$ cat src/rtl/if_stage.sv
// Instruction-fetch stage: owns the PC, addresses imem and fills the IF/ID register.
// Optional fetch-fault detection is built when IF_FETCH_FAULT_EN is defined.
module if_stage #(
    parameter logic [31:0] RESET_PC   = 32'h0000_0000,
    parameter int          IMEM_WORDS = 64,
    parameter logic [31:0] NOP_INSTR  = 32'h0000_0013
) (
    input  logic        clk,
    input  logic        rst_n,
    input  logic        stall,
    input  logic        redirect,
    input  logic [31:0] redirect_pc,
    input  logic        flush,
    output logic [31:0] imem_a,
    input  logic [31:0] imem_rd,
    output logic [31:0] pc_f,
    output logic [31:0] ifid_instr,
    output logic [31:0] ifid_pc,
    output logic [31:0] ifid_pc4,
    output logic        ifid_valid,
    output logic        fetch_fault
);

    localparam logic [31:0] IMEM_LIMIT = 32'(IMEM_WORDS * 4);

    logic [31:0] pc;
    logic [31:0] pc_plus4;
    logic [31:0] pc_next;
    logic [31:0] instr_next;
    logic [31:0] ifid_pc_next;
    logic [31:0] ifid_pc4_next;
    logic        valid_next;
    logic        fault_hold;
    logic        fault_detect;

    assign pc_plus4 = pc + 32'd4;
    assign imem_a   = pc;
    assign pc_f     = pc;

`ifdef IF_FETCH_FAULT_EN
    logic fault_q;

    // A range fault only counts when this edge would actually load imem_rd from pc.
    assign fault_hold   = fault_q;
    assign fault_detect = (redirect && (redirect_pc[1:0] != 2'b00))
                        || (!redirect && !flush && !stall && (pc >= IMEM_LIMIT));
    assign fetch_fault  = fault_q;

    always_ff @(posedge clk) begin
        if (!rst_n)
            fault_q <= 1'b0;
        else if (fault_detect)
            fault_q <= 1'b1;
    end

    logic unused_bits;
    assign unused_bits = 1'b0;
`else
    assign fault_hold   = 1'b0;
    assign fault_detect = 1'b0;
    assign fetch_fault  = 1'b0;

    logic unused_bits;
    assign unused_bits = ^{redirect_pc[1:0], IMEM_LIMIT[0]};
`endif

    // Priority: fault lock-out, then redirect > flush > stall > normal fetch.
    always_comb begin
        pc_next       = pc;
        instr_next    = ifid_instr;
        ifid_pc_next  = ifid_pc;
        ifid_pc4_next = ifid_pc4;
        valid_next    = ifid_valid;
        if (fault_hold || fault_detect) begin
            instr_next = NOP_INSTR;
            valid_next = 1'b0;
        end else if (redirect) begin
            pc_next    = {redirect_pc[31:2], 2'b00};
            instr_next = NOP_INSTR;
            valid_next = 1'b0;
        end else if (flush) begin
            if (!stall)
                pc_next = pc_plus4;
            instr_next = NOP_INSTR;
            valid_next = 1'b0;
        end else if (!stall) begin
            pc_next       = pc_plus4;
            instr_next    = imem_rd;
            ifid_pc_next  = pc;
            ifid_pc4_next = pc_plus4;
            valid_next    = 1'b1;
        end
    end

    always_ff @(posedge clk) begin
        if (!rst_n) begin
            pc         <= RESET_PC;
            ifid_instr <= NOP_INSTR;
            ifid_pc    <= 32'd0;
            ifid_pc4   <= 32'd4;
            ifid_valid <= 1'b0;
        end else begin
            pc         <= pc_next;
            ifid_instr <= instr_next;
            ifid_pc    <= ifid_pc_next;
            ifid_pc4   <= ifid_pc4_next;
            ifid_valid <= valid_next;
        end
    end

endmodule

$ cat config.mk
export PLATFORM = sky130hd
export DESIGN_NAME = if_stage
export DESIGN_NICKNAME = d
export VERILOG_FILES = /design/src/rtl/if_stage.sv
export SDC_FILE = /design/constraint.sdc
export NUM_CORES = 1
export LEC_CHECK = 0
export CAP_MARGIN = 20
export CORE_MARGIN = 2
export CORE_UTILIZATION = 44
export DETAILED_ROUTE_END_ITERATION = 8
export HOLD_SLACK_MARGIN = 0.12
export PLACE_DENSITY = 0.87
export SYNTH_ARGS = -nofsm -noshare
export SYNTH_HDL_FRONTEND = slang
export SYNTH_SLANG_ARGS = --single-unit
export TNS_END_PERCENT = 1
$ cat constraint.sdc
create_clock -name clk -period 2.78 [get_ports clk]
set_input_delay 0.278 -clock clk [delete_from_list [all_inputs] [get_ports clk]]
set_output_delay 0.278 -clock clk [all_outputs]
set_load 0.02 [all_outputs]
==> out/metrics.cfg <==
[outcome]
status = finished, final reports clean

[place]
hpwl_um = 12520
gp_congestion = 0.8891
place_inst = 1029
portBuffers = 219

[run]
maxCapViolations = 0

[synth]
syn_inst = 710
synth_top_family_by_area = simple AND/OR/NAND/NOR gates
ys_seq_area_share_pct = 42.11
synth_warnings = 0
async_reset_ff_share_pct = 0
avgSynthCellArea_um2 = 8.235
synth_area_um2 = 5847
synth_edf_count = 0
synth_simple_gate_area_share_pct = 21.42
synth_compound_area_share_pct = 17.59
ys_ff_latch = 123
synth_flop_cell = dfxtp_1
synth_mux_area_share_pct = 5.307
synth_xor_area_share_pct = 3.146
synthAdderAreaFrac_pct = 0.2140
yosysUniqueCellTypes = 47

[floorplan]
initial_core_util_pct = 44.68
core_um2 = 13090
die_w_um = 119.3
fp.dieH_um = 119.3
dieArea_um2 = 14230
io_pins = 231
rows = 42

[pwr]
vdd_drop_max_mv = 0.3557
power_density_nw_per_um2 = 546.7
p_leak_nw = 2.910

[timing]
hold_slack_ns = 0.4032
max_slew.worst_pin.slew_ns = 0.6198
hold_viol = 0
drv_slew = 0
fin_crit_ns = 2.368
slew_headroom_pct = 58.36
setup_violations = 0
tns_ns = 0
rsz0062_at_grt = false
skew_ns = 0.006048
fmax_mhz = 422.2
finalCritPeriodShare_pct = 85.19

[route]
drt-initial-drc-count = 392
route.met2.wl_um = 8421
drc = 0
firstDrtPassIters = 5
vias = 5932
wl_per_cell_um = 16.72
wl_met3_um = 1764
routed_via_density = 5.596
antenna_left = 0
wl_met1_um = 7152
wl_um = 17730
routed.top_layer = met4

[critical_path]
cp_max_fo = 11
arrival_ns = 2.71
critPathCaptureType = register
reg2reg_slack_ns = 0.41
cp-start-kind = register
worstPathRequired_ns = 3.12
worstSetupPathType = reg2reg

[cts]
path_clk_slew_ns = 0.05
cts_buffer_depth = 2
clock_latency_ns = 0.42
hold_buffers = 0
post_cts_resized = 0
postCtsSetupBuffers = 0
cts_tree = built
root_buffer = clkbuf_16
cts_buffers = 17
cts.sinks = 123
htreeDepth = 4

[min_path]
hp-class = in2reg

[grt]
grt_pass1_wl_um = 28310
antenna_found_initial = 0
grt_use_total_pct = 25.06
grt_max_degree = 89
grt-ovfl-total = 0
grt_pass1_vias = 5492

[final_layout]
drive_gt1_share_pct = 6.109
nNetsFinal = 942
nFillCells = 1068
area_growth_pct = 44.19
fin_cells = 1060
diodes = 0

-- worst max-delay path, stage by stage (launching register included) --
cell	delay, ns
dfxtp_1	0.50
nand4_1	0.43
or4_1	0.71
or4_1	0.49
a31oi_1	0.16
-- sequential cells by signal, summed over array words and instances, names as in the netlist --
| name | count |
|---|---|
| ifid_instr | 32 |
| imem_a | 30 |
| ifid_pc4 | 30 |
| ifid_pc | 30 |
| ifid_valid | 1 |
-- cell usage after synthesis (4+ instances only) --
library cell | n | area [um^2]
or4_1 | 23 | 172.7
nor2_1 | 48 | 180.2
xnor2_1 | 11 | 96.34
buf_2 | 18 | 90.09
nor4_1 | 4 | 25.02
dfxtp_1 | 123 | 2462
nor2b_1 | 5 | 31.28
clkbuf_1 | 42 | 157.7
o31ai_1 | 19 | 142.6
mux2i_1 | 31 | 310.3
a21oi_1 | 46 | 230.2
inv_1 | 7 | 26.28
nand2b_1 | 7 | 43.79
o21ai_0 | 51 | 255.2
a31oi_1 | 28 | 175.2
nand3_1 | 20 | 100.1
xor2_1 | 10 | 87.58
and4_1 | 7 | 61.31
nand2_1 | 84 | 315.3
buf_1 | 6 | 22.52
buf_4 | 39 | 292.8
a211oi_1 | 7 | 52.55
nand4_1 | 16 | 100.1
nor3_1 | 12 | 60.06
or3_1 | 14 | 87.58
-- path summary, 6_finish.rpt --
path                    start            to  cells after the start
setup reg to reg   imem_a[21]  ifid_pc4[31]                      4
hold / removal          stall     imem_a[9]                      5
hold reg to reg   ifid_pc[25]   ifid_pc[25]                      2
setup / recovery   imem_a[21]  ifid_pc4[31]                      4
-- cell type report --
type | instances | area (um^2) | area share (%)
multi-input combinational | 482 | 2826 | 33.53
inverter | 8 | 30.03 | 0.3562
timing repair buffer | 240 | 2357 | 27.96
sequential | 123 | 2462 | 29.21
clock buffer | 25 | 495.5 | 5.877
tap | 176 | 220.2 | 2.612
clock inverter | 6 | 38.79 | 0.4601
-- stage by stage --
step / power [mW] / setup WS [ns] / instance area, um^2 / util, %
after detailed placement: 2.663 / 0.4467 / 7896 / 60.35
final: 4.609 / 0.4116 / 8431 / 64.43
after global placement: 2.651 / 0.4870 / 7896 / 60.35
after CTS: 4.649 / 0.4291 / 8431 / 64.43
after floorplan: 2.346 / 0.6340 / 5877 / -
after global routing: 4.789 / 0.2279 / 8431 / 64.43
-- power by group --
part	internal, mW	switching [mW]	leakage (nW)
logic	0.346	0.357	1.65
registers	1.83	0.0911	1.00
clock network	1.22	0.758	0.259
total	3.40	1.21	2.91
-- kinds of logic after synthesis --
kind of cell,after synthesis
xor+xnor,21
buf+inv,113
mux,31
compound gates,170
flops,123
other cells,1
fa+ha+maj,1
simple gates,250
-- per-layer routing --
| metal | up-vias | global-route usage (%) |
|---|---|---|
| met2 | 313 | 41.06 |
| met1 | 2774 | 30.01 |
| met5 | - | 0 |
| met4 | 0 | 9.673 |
| li1 | 2808 | - |
| met3 | 37 | 9.004 |
-- placed cells by master (no fill, tap or decap), types with 3 or more instances in the layout --
cell               n
clkinv_2           3
nor2_1            48
buf_4             20
a31oi_1           28
nand3_1           20
clkbuf_8           4
o311a_1            3
nand2b_1           7
a41oi_1            3
clkbuf_1           4
xor2_1            10
clkdlybuf4s50_1  218
a21oi_1           46
or4_1             23
conb_1             9
clkbuf_16         17
nor4_1             4
dfxtp_1          123
o21ai_0           51
a211oi_1           7
nand4_1           16
or3_1             14
mux2i_1           31
nor2b_1            5
a211o_1            3
xnor2_1           11
and4_1             7
o31ai_1           19
nor3_1            11
nand2_1           84
inv_1              7
No activity file was read; power rests on OpenSTA's default activity.
